--- src/rtl/lock_sequencer.sv ---
// lock_sequencer: single-clock push-button combination lock controller with an internal tick prescaler.
// Define LOCK_PROG_EN to enable code re-programming (PROGRAM state, prog input, writable code register).
module lock_sequencer #(
  parameter int unsigned          CODE_LEN      = 4,
  parameter logic [CODE_LEN-1:0]  DEFAULT_CODE  = 4'b1011,
  parameter int unsigned          MAX_TRIES     = 3,
  parameter int unsigned          TICK_MAX      = 49999999,
  parameter int unsigned          ENTRY_TICKS   = 5,
  parameter int unsigned          UNLOCK_TICKS  = 5,
  parameter int unsigned          LOCKOUT_TICKS = 10
) (
  input  logic       clk,
  input  logic       rst,
  input  logic [1:0] b,
  input  logic       prog,
  output logic       unlock,
  output logic       alarm,
  output logic [2:0] state,
  output logic [1:0] tries
);

  localparam int unsigned PW    = (TICK_MAX > 0) ? $clog2(TICK_MAX + 1) : 1;
  localparam int unsigned TMAX0 = (ENTRY_TICKS > UNLOCK_TICKS) ? ENTRY_TICKS : UNLOCK_TICKS;
  localparam int unsigned TMAX  = (TMAX0 > LOCKOUT_TICKS) ? TMAX0 : LOCKOUT_TICKS;
  localparam int unsigned TW    = $clog2(TMAX + 1);
  localparam int unsigned CW    = $clog2(CODE_LEN + 1);

  typedef enum logic [2:0] {
    S_IDLE     = 3'd0,
    S_ENTRY    = 3'd1,
    S_CHECK    = 3'd2,
    S_UNLOCKED = 3'd3,
    S_PROGRAM  = 3'd4,
    S_LOCKOUT  = 3'd5
  } state_t;

  // Timeout of n ticks: the tick that completes the n-th count since the last clear.
  function automatic logic f_timeout(input logic [TW-1:0] tmr, input logic tick, input int unsigned n);
    return tick && (tmr == TW'(n - 1));
  endfunction

  state_t              r_state, w_state_nx;
  logic [1:0]          r_b_q;
  logic [CODE_LEN-1:0] r_entry, w_entry_nx, w_shift, w_code;
  logic [CW-1:0]       r_cnt, w_cnt_nx;
  logic [1:0]          r_tries, w_tries_nx, w_tries_inc;
  logic [PW-1:0]       r_presc;
  logic [TW-1:0]       r_tmr;
  logic                r_unlock, r_alarm;
  logic [1:0]          w_rise;
  logic                w_press, w_bit, w_tick, w_acc, w_clr;

`ifdef LOCK_PROG_EN
  logic [CODE_LEN-1:0] r_code, w_code_nx;
  assign w_code = r_code;
`else
  logic w_unused_prog;
  assign w_unused_prog = prog;
  assign w_code        = DEFAULT_CODE;
`endif

  // Simultaneous rising edges on both buttons are rejected as ambiguous.
  assign w_rise      = b & ~r_b_q;
  assign w_press     = w_rise[0] ^ w_rise[1];
  assign w_bit       = w_rise[1];
  assign w_tick      = (r_presc == PW'(TICK_MAX));
  assign w_shift     = (r_entry << 1) | CODE_LEN'(w_bit);
  assign w_tries_inc = (r_tries == 2'(MAX_TRIES)) ? r_tries : (r_tries + 2'd1);

  // Next-state, entry/count/tries/code update and timer-clear decode.
  always_comb begin
    w_state_nx = r_state;
    w_entry_nx = r_entry;
    w_cnt_nx   = r_cnt;
    w_tries_nx = r_tries;
    w_acc      = 1'b0;
`ifdef LOCK_PROG_EN
    w_code_nx  = r_code;
`endif
    case (r_state)
      S_IDLE: begin
        if (w_press) begin
          w_acc      = 1'b1;
          w_entry_nx = CODE_LEN'(w_bit);
          w_cnt_nx   = CW'(1);
          w_state_nx = (CODE_LEN == 1) ? S_CHECK : S_ENTRY;
        end else begin
          w_entry_nx = '0;
          w_cnt_nx   = '0;
        end
      end
      S_ENTRY: begin
        if (w_press) begin
          w_acc      = 1'b1;
          w_entry_nx = w_shift;
          w_cnt_nx   = r_cnt + CW'(1);
          w_state_nx = (r_cnt == CW'(CODE_LEN - 1)) ? S_CHECK : S_ENTRY;
        end else if (f_timeout(r_tmr, w_tick, ENTRY_TICKS)) begin
          w_state_nx = S_IDLE;
          w_entry_nx = '0;
          w_cnt_nx   = '0;
        end else begin
          w_state_nx = S_ENTRY;
        end
      end
      S_CHECK: begin
        w_entry_nx = '0;
        w_cnt_nx   = '0;
        if (r_entry == w_code) begin
          w_state_nx = S_UNLOCKED;
          w_tries_nx = 2'd0;
        end else begin
          w_tries_nx = w_tries_inc;
          w_state_nx = (w_tries_inc == 2'(MAX_TRIES)) ? S_LOCKOUT : S_IDLE;
        end
      end
      S_UNLOCKED: begin
`ifdef LOCK_PROG_EN
        if (prog) begin
          w_state_nx = S_PROGRAM;
          w_entry_nx = '0;
          w_cnt_nx   = '0;
        end else if (f_timeout(r_tmr, w_tick, UNLOCK_TICKS)) begin
          w_state_nx = S_IDLE;
        end else begin
          w_state_nx = S_UNLOCKED;
        end
`else
        if (f_timeout(r_tmr, w_tick, UNLOCK_TICKS)) begin
          w_state_nx = S_IDLE;
        end else begin
          w_state_nx = S_UNLOCKED;
        end
`endif
      end
`ifdef LOCK_PROG_EN
      S_PROGRAM: begin
        if (w_press) begin
          w_acc      = 1'b1;
          w_entry_nx = w_shift;
          w_cnt_nx   = r_cnt + CW'(1);
          if (r_cnt == CW'(CODE_LEN - 1)) begin
            w_code_nx  = w_shift;
            w_state_nx = S_IDLE;
          end else begin
            w_state_nx = S_PROGRAM;
          end
        end else if (f_timeout(r_tmr, w_tick, ENTRY_TICKS)) begin
          w_state_nx = S_IDLE;
        end else begin
          w_state_nx = S_PROGRAM;
        end
      end
`endif
      S_LOCKOUT: begin
        if (f_timeout(r_tmr, w_tick, LOCKOUT_TICKS)) begin
          w_state_nx = S_IDLE;
          w_tries_nx = 2'd0;
        end else begin
          w_state_nx = S_LOCKOUT;
        end
      end
      default: begin
        w_state_nx = S_IDLE;
        w_entry_nx = '0;
        w_cnt_nx   = '0;
      end
    endcase
    w_clr = w_acc || (w_state_nx != r_state);
  end

  // State, datapath, prescaler/tick timer and registered outputs.
  always_ff @(posedge clk or negedge rst) begin
    if (!rst) begin
      r_state  <= S_IDLE;
      r_b_q    <= 2'b00;
      r_entry  <= '0;
      r_cnt    <= '0;
      r_tries  <= 2'd0;
      r_presc  <= '0;
      r_tmr    <= '0;
      r_unlock <= 1'b0;
      r_alarm  <= 1'b0;
`ifdef LOCK_PROG_EN
      r_code   <= DEFAULT_CODE;
`endif
    end else begin
      r_state  <= w_state_nx;
      r_b_q    <= b;
      r_entry  <= w_entry_nx;
      r_cnt    <= w_cnt_nx;
      r_tries  <= w_tries_nx;
      r_unlock <= (w_state_nx == S_UNLOCKED);
      r_alarm  <= (w_state_nx == S_LOCKOUT);
`ifdef LOCK_PROG_EN
      r_code   <= w_code_nx;
`endif
      if (w_clr) begin
        r_presc <= '0;
        r_tmr   <= '0;
      end else if (w_tick) begin
        r_presc <= '0;
        r_tmr   <= (r_tmr == {TW{1'b1}}) ? r_tmr : (r_tmr + TW'(1));
      end else begin
        r_presc <= r_presc + PW'(1);
      end
    end
  end

  assign unlock = r_unlock;
  assign alarm  = r_alarm;
  assign state  = r_state;
  assign tries  = r_tries;

endmodule

--- config.mk ---
export PLATFORM = sky130hd
export DESIGN_NAME = lock_sequencer
export DESIGN_NICKNAME = d
export VERILOG_FILES = /design/src/rtl/lock_sequencer.sv
export SDC_FILE = /design/constraint.sdc
export NUM_CORES = 1
export LEC_CHECK = 0
export ABC_AREA = 1
export CORE_ASPECT_RATIO = 1.75
export CORE_MARGIN = 2
export CORE_UTILIZATION = 25
export CTS_CLUSTER_DIAMETER = 30
export DETAILED_ROUTE_END_ITERATION = 10
export PLACE_DENSITY_LB_ADDON = 0.05
export SETUP_SLACK_MARGIN = 0.05
export SYNTH_ARGS = -nofsm -noshare
export SYNTH_HDL_FRONTEND = slang
export SYNTH_SLANG_ARGS = --single-unit
--- constraint.sdc ---
create_clock -name clk -period 2.6 [get_ports clk]
set_clock_uncertainty 0.2 [all_clocks]
set_input_delay 0.26 -clock clk [delete_from_list [all_inputs] [get_ports clk]]
set_output_delay 0.26 -clock clk [all_outputs]
set_load 0.02 [all_outputs]
### Yosys cells after proc, flatten, opt, wreduce, memory -nomap -nowiden

Index checks and enable logic that the tools add are counted.

* register bits after elaboration: 46
* input port bits: 5
* output and inout port bits: 7
* logic and storage cells: 75

* $add $sub $neg: 4
* equal/unequal tests: 18
* multiplexer cells: 28
* bitwise logic cells: 5
* reduce and logical (&&, ||, !) cells: 11

Operators by type and width (count)
* $mux 26: 2
* $add 26x1->26 const B: 1
* $eq 26x26->1 const B: 1
* $mux 4: 5
* $mux 3: 6
* $pmux 3 s5: 1
* $eq 3x2->1 const B: 4
* $eq 4x4->1 const B: 3
* $mux 2: 6
* $pmux 4 s3: 1
* $pmux 3 s3: 1
* $eq 3x3->1 const B: 2
* $reduce_and 2->1: 3
* $mux 1: 5
* $add 4x1->4 const B: 1
* $eq 2x2->1 const B: 2
* $eq 4x3->1 const B: 1
* $ne 2x2->1 const B: 2
* $or 4x1->4: 1
* $pmux 2 s2: 1
* $reduce_bool 2->1: 2
* $reduce_or 2->1: 2
* $add 3x1->3 const B: 1
* $eq 3x1->1 const B: 1
* 10 further kinds: 11

### Longest topological paths before layout

Gate-level depths: netlist of the first run.

* depth after elaboration: 10
* gate-level depth with buffers: 13
* depth with buffers taken out: 12

### Worst setup path after synthesis of the first run

OpenSTA, ideal clock, no wires.

* path type: flip-flop to flip-flop
* start: register r_presc[0]
* end: register r_presc[2]
* library setup time: 121 ps
* arrival time: 1671 ps
* data required time: 2279 ps
* path slack: 608 ps
* stages on the path, launching flop included: 14
* buffers on the path: 1
* cell sequence: dfrtp_1 > ha_1 > nand2_2 > nor2_4 > nand2_1 > nor2_4 > nand3_2 > nand2_1 > nand2_1 > clkinv_1 > nand3_1 > nand3_2 > buf_6 > nor2_2

* word-level cells in the longest chain between the ends: 8
* elaborated cells on any way between the ends: 13

Ends and longest elaborated chain
* from (decl): RTL line 47 `logic [PW-1:0] r_presc;`
* from (signal assigned): RTL line 205 `r_presc <= r_presc + PW'(1);`
* $eq 26x26->1: RTL line 66 `assign w_tick = (r_presc == PW'(TICK_MAX));`
* $logic_and 1x1->1: RTL line 39 `return tick && (tmr == TW'(n - 1));`
* $mux 1: RTL line 98 `end else if (f_timeout(r_tmr, w_tick, ENTRY_TICKS)) begin`
* $mux 2: RTL line 93 `if (w_press) begin`
* $pmux 3 s5: RTL line 80 `case (r_state)`
* $ne 3x3->1: RTL line 169 `w_clr = w_acc || (w_state_nx != r_state);`
* $logic_or 1x1->1: RTL line 169
* $mux 26 (*): RTL line 198 `if (w_clr) begin`

Mark *: on every way between the ends. The rest lies on a longest branch, timed or not.
A chain may end at the register's enable or synchronous reset.

### Worst setup path after layout of the first run

* start: register r_presc[0]
* end: register r_presc[6]

The elaborated chain is that of the path after synthesis.

==> results.yml, run 1 <==
clock_tree:
  cts_buffers: 5
  cts_root_buf: "clkbuf_16"
  cts_tree: "yes"
  postCtsSetupBuffers: 0
  clkTransAtPathRegs_ns: 0.07
  clock_sinks: 46
  htreeDepth: 2
  clock_path_buffers: 2
  insertion_delay_ns: 0.30
setup_path:
  worstPathRequired_ns: 2.59
  path_max_fanout: 24
  cp-start-kind: "register"
  crit_type: "register to register"
  worst_setup_path_end_kind: "register"
  crit_arrival_ns: 2.33
synth:
  synthesis.area_sq_um: 2734
  synth.ff_latch_count: 46
  synthArstFlopShare_pct: 100.0
  yosysUniqueCellTypes: 33
  yosys_warnings: 0
  seq_area_frac_synth_pct: 42.11
  avgSynthCellArea_sq_um: 7.490
  netlist_instances: 365
  syn_nets: 377
  synth_edf_count: 0
  yosys_most_used_dff: "dfrtp_1"
routing:
  drt-vias-per-instance: 4.534
  postRouteAntennaNets: 0
  drtIter0Drc: 88
  drc: 0
  firstDrtPassIters: 4
  wl_per_cell_um: 14.70
  via_count: 2362
  routed_wl_um: 7660
finish:
  mostFrequentLayoutCell: "nand2_1"
  syn2layout_area_growth_pct: 17.39
  layout_common_cells: "nand2_1 (83), nor2_1 (59), inv_1 (53), dfrtp_1 (46), nand3_1 (27)"
  final_nets: 402
  fin_area_sq_um: 3209
  n_antenna_cell: 0
  drive_gt1_share_pct: 12.02
die:
  dieArea_sq_um: 11820
  row_count: 50
  num_io_pins: 12
  initial_core_util_pct: 25.56
  die_width_um: 83.05
  core_area_sq_um: 10700
  die_y_um: 142.3
power:
  p_leak_nw: 1.510
  powerDensity_nw_per_um2: 444.4
  combPwrFrac_pct: 1.9
  ir_drop_uv: 236.1
  p_sw_mw: 0.3382
  power_mw: 1.426
  intPower_mw: 1.088
  seqPwrFrac_pct: 50.4
  p_clk_share_pct: 47.7
  p_sw_share_pct: 23.71
timing:
  finalHoldViolCount: 0
  slew_viol_final: 0
  post-route-min-period_ns: 2.340
  maxSlewHeadroom_pct: 57.77
  setup_violations: 0
  hold_slack_ns: 0.2300
  rsz0062_at_grt: "false"
  finalSetupTns_ns: 0
  worst_pin_slew_ns: 0.6335
  finalCritPeriodShare_pct: 89.98
  max_clock_freq_mhz: 427.4
hold_path:
  hold_class: "input pin to register"
global_routing:
  overflow: 0
  grt_pass1_wl_um: 12410
  grt_max_degree: 47
  grt_pass1_vias: 2413
  globalRouteTotalUtil_pct: 13.58
  antenna_found_initial: 0
place:
  hpwl_um: 5775
  place_area_sq_um: 3049
  numPortBuffers: 10
  gp_congestion: 0.8585
job:
  max-cap-violations: 0
run_status:
  outcome: "completed"
==> routing by layer <==
metal / GRT usage, % / part of all wire (%) / vias to the layer above
met5: 0 / 0 / -
met4: 7.075 / 4.0 / 0
met3: 1.798 / 1.6 / 18
met2: 26.74 / 57 / 32
met1: 13.56 / 38 / 1111
li1: - / - / 1201
==> what timing repair did <==
item                      CTS  global route
hold buffers                1             0
resized for setup           0             0
hold endpoints to repair   46             0
==> registers in the layout, indices dropped and copies added, names as in the netlist <==
signal   cells
alarm        1
r_b_q        2
r_cnt        3
r_entry      4
r_presc     26
r_tmr        4
state        3
tries        2
unlock       1
==> synthesized netlist by cell type (4+ instances only) <==
cell	n	area [sq um]
nor2_2	10	62.56
inv_1	53	198.9
nand4_1	7	43.79
nand2_1	83	311.6
ha_1	7	87.58
nor3_1	11	55.05
nor2_1	59	221.5
dfrtp_1	46	1151
a21oi_1	6	30.03
nand3_1	27	135.1
o21ai_0	6	30.03
xor2_1	7	61.31
nand3b_1	4	30.03
or2_2	6	37.54
==> final cells by class <==
class,instances,area (sq um)
Fill cell,1183,7488
Multi-Input combinational cell,261,1343
Sequential cell,46,1151
Inverter,54,202.7
Timing Repair Buffer,22,200.2
Tap cell,130,162.7
Clock buffer,5,125.1
Clock inverter,3,25.02
==> worst paths after layout <==
| check | startpoint | to | slack [ns] | cells past startpoint |
|---|---|---|---|---|
| worst min-delay path | b[0] | r_b_q[0]$_DFF_PN0_ | 0.23 | 1 |
| worst max-delay path | r_presc[0]$_DFF_PN0_ | r_presc[6]$_DFF_PN0_ | 0.26 | 13 |
| worst max register to register | r_presc[0]$_DFF_PN0_ | r_presc[6]$_DFF_PN0_ | 0.26 | 13 |
| worst min register to register | r_cnt[1]$_DFFE_PN0P_ | r_cnt[1]$_DFFE_PN0P_ | 0.31 | 1 |
| min in group asynchronous | rst | r_presc[2]$_DFF_PN0_ | 0.40 | 3 |
| max in group asynchronous | rst | state[0]$_DFF_PN0_ | 1.37 | 3 |
==> metrics by stage <==
step / worst slack (ns) / utilization, % / cells
2_1_floorplan: 0.6084 / - / 365
3_3_place_gp: 0.09186 / 28.50 / 512
3_5_place_dp: 0.06171 / 28.50 / 512
4_1_cts: 0.2011 / 30.00 / 521
5_1_grt: 0.07517 / 30.00 / 521
6_report: 0.2604 / 30.00 / 521
==> worst max-delay path, stage by stage (launching register included) <==
cell and delay (ns):
dfrtp_1 0.43, ha_1 0.23, nand2_2 0.09, nor2_4 0.12, nand2_1 0.10, nor2_4 0.17, nand3_2 0.15, nand2_1 0.16
nand2_1 0.07, clkinv_1 0.06, nand3_1 0.08, nand3_2 0.11, buf_12 0.19, nor2_1 0.06
==> cells by family after synthesis <==
| logic type | Yosys count | synth area share (%) |
|---|---|---|
| DFF | 46 | 42.11 |
| adders and majority gates | 7 | 3.204 |
| xor gates and xnor gates | 10 | 3.204 |
| and+or+nand+nor | 222 | 37.71 |
| buffers and inverters | 58 | 8.787 |
| AOI/OAI and AO/OA | 22 | 4.989 |
==> power by group through the flow <==
| stage | registers [mW] | clock network (mW) | logic, mW |
|---|---|---|---|
| floorplan | 0.733 | 0 | 0.00503 |
| global placement | 0.734 | 0 | 0.0273 |
| detailed placement | 0.734 | 0 | 0.0279 |
| CTS | 0.719 | 0.710 | 0.0292 |
| global route | 0.720 | 0.733 | 0.0321 |
| finish | 0.720 | 0.680 | 0.0264 |
No activity file was read; power rests on OpenSTA's default activity.
==> run 2: changes to the inputs <==
--- a/config.mk
+++ b/config.mk
@@ -9,6 +9,7 @@
 export CORE_ASPECT_RATIO = 1.75
 export CORE_MARGIN = 2
 export CORE_UTILIZATION = 25
+export CTS_BUF_LIST = sky130_fd_sc_hd__clkbuf_4 sky130_fd_sc_hd__clkbuf_8
 export CTS_CLUSTER_DIAMETER = 30
 export DETAILED_ROUTE_END_ITERATION = 10
 export PLACE_DENSITY_LB_ADDON = 0.05
==> results.yml, run 2 (synthesis gave the netlist of run 1 again) <==
setup_path:
  crit_type: "register to register"
  crit_chain: "ha_1 -> nand2_2 -> nor2_4 -> nand2_1 -> nor2_4 -> nand3_2 -> nand2_1 -> nand2_1 -> clkinv_1 -> nand3_1 -> nand3_2 -> buf_12 -> nor2_1"
  worst_setup_path_end_kind: "register"
  crit_arrival_ns: 2.35
  slowest_delay_ns: 0.44
  path_common_cell: "nand2_1"
  cp_slowest_cell: "dfrtp_1"
  critPathBufInv: 2
  cp-start-kind: "register"
  worstPathRequired_ns: 2.62
  cp_top_family: "simple AND/OR/NAND/NOR gates"
  path_max_fanout: 24
timing:
  slew_viol_final: 0
  finalSetupTns_ns: 0
  finalHoldViolCount: 0
  finalCritPeriodShare_pct: 89.58
  setup_violations: 0
  rsz0062_at_grt: "false"
  post-route-min-period_ns: 2.329
  hold_slack_ns: 0.1987
  max_clock_freq_mhz: 429.4
  worst_pin_slew_ns: 0.6381
  maxSlewHeadroom_pct: 57.46
routing:
  drc: 0
  drt-vias-per-instance: 4.541
  wl_per_cell_um: 14.68
  firstDrtPassIters: 4
  postRouteAntennaNets: 0
  routed_wl_um: 7648
  drtIter0Drc: 79
  via_count: 2366
clock_tree:
  postCtsSetupBuffers: 0
  insertion_delay_ns: 0.32
  clock_sinks: 46
  clock_path_buffers: 2
  htreeDepth: 2
  cts_root_buf: "clkbuf_8"
  cts_tree: "yes"
  clkTransAtPathRegs_ns: 0.11
  cts_buffers: 5
job:
  max-cap-violations: 0
global_routing:
  globalRouteTotalUtil_pct: 13.61
  grt_pass1_vias: 2404
  overflow: 0
  grt_pass1_wl_um: 12390
  grt_max_degree: 47
  antenna_found_initial: 0
die:
  row_count: 50
  dieArea_sq_um: 11820
  die_y_um: 142.3
  num_io_pins: 12
  die_width_um: 83.05
  initial_core_util_pct: 25.56
  core_area_sq_um: 10700
finish:
  final_util_pct: 29.47
  largest_reg_flops: 26
  final_nets: 402
  top_register: "r_presc"
  layout_common_cells: "nand2_1 (83), nor2_1 (59), inv_1 (53), dfrtp_1 (46), nand3_1 (27)"
  mostFrequentLayoutCell: "nand2_1"
  fillers: 1182
  top_regs: "r_presc: 26 flops, r_entry: 4 flops, r_tmr: 4 flops"
  drive_gt1_share_pct: 12.02
  n_antenna_cell: 0
  syn2layout_area_growth_pct: 15.33
power:
  powerDensity_nw_per_um2: 394.6
  p_sw_share_pct: 26.01
  p_sw_mw: 0.3236
  seqPwrFrac_pct: 57.8
  intPower_mw: 0.9207
  p_clk_share_pct: 40.0
  ir_drop_uv: 185.9
  power_mw: 1.244
  combPwrFrac_pct: 2.1
  p_leak_nw: 1.485
run_status:
  outcome: "completed"
place:
  hpwl_um: 5775
  numPortBuffers: 10
  gp_congestion: 0.8585
hold_path:
  hold_class: "input pin to register"
run 2: cell types whose count changed in the layout (fill, tap and decap cells not counted):
cell	delta
clkbuf_16	-5
clkbuf_8	+5
run 2: per-layer routing:
| layer | GRT usage (%) | part of all wire (%) | wire length, um | vias up |
|---|---|---|---|---|
| li1 | - | - | - | 1200 |
| met1 | 13.56 | 37 | 2850 | 1121 |
| met2 | 26.74 | 57 | 4363 | 30 |
| met3 | 1.972 | 1.8 | 137 | 15 |
| met4 | 7.075 | 3.9 | 296 | 0 |
| met5 | 0 | 0 | 0 | - |
run 2: worst paths after layout:
kind / from / to / slack (ns) / cells past startpoint
worst max-delay path: r_presc[0]$_DFF_PN0_ / r_presc[23]$_DFF_PN0_ / 0.27 / 13
worst min-delay path: b[0] / r_b_q[0]$_DFF_PN0_ / 0.20 / 1
worst max register to register: r_presc[0]$_DFF_PN0_ / r_presc[23]$_DFF_PN0_ / 0.27 / 13
worst min register to register: r_cnt[1]$_DFFE_PN0P_ / r_cnt[1]$_DFFE_PN0P_ / 0.32 / 1
max in group asynchronous: rst / state[0]$_DFF_PN0_ / 1.40 / 3
min in group asynchronous: rst / r_presc[20]$_DFF_PN0_ / 0.37 / 3
run 2: area by class of cell:
class	count	area [sq um]	area share, %
sequential	46	1151	36.51
inverter	54	202.7	6.429
multi-input combinational	261	1343	42.58
timing repair buffer	22	200.2	6.349
tap	130	162.7	5.159
clock inverter	3	25.02	0.7937
clock buffer	5	68.82	2.183
run 2: through the flow:
| step | instance area [sq um] | cells | worst slack, ns |
|---|---|---|---|
| 6_report | 3153 | 521 | 0.2709 |
| 5_1_grt | 3153 | 521 | 0.07323 |
| 4_1_cts | 3153 | 521 | 0.1998 |
| 3_5_place_dp | 3049 | 512 | 0.06171 |
| 3_3_place_gp | 3049 | 512 | 0.09186 |
| 2_1_floorplan | 2734 | 365 | 0.6084 |
run 2: worst register-to-register path, delay by kind of cell (launching register included):
family                     cells  cell delay [ns]
adders and majority gates      1             0.23
buffers and inverters          2             0.25
DFF                            1             0.44
and+or+nand+nor               10             1.14
run 2: power by group through the flow:
stage	Sequential [mW]	Clock, mW	Combinational (mW)
final	0.720	0.498	0.0265
after global routing	0.720	0.549	0.0321
after CTS	0.720	0.525	0.0292
after detailed placement	0.734	0	0.0279
after global placement	0.734	0	0.0273
after floorplan	0.733	0	0.00503
run 2: repair_timing:
action	CTS	global route
setup endpoints to repair	0	0
resized for setup	0	0
hold buffers	1	0
hold endpoints to repair	46	0
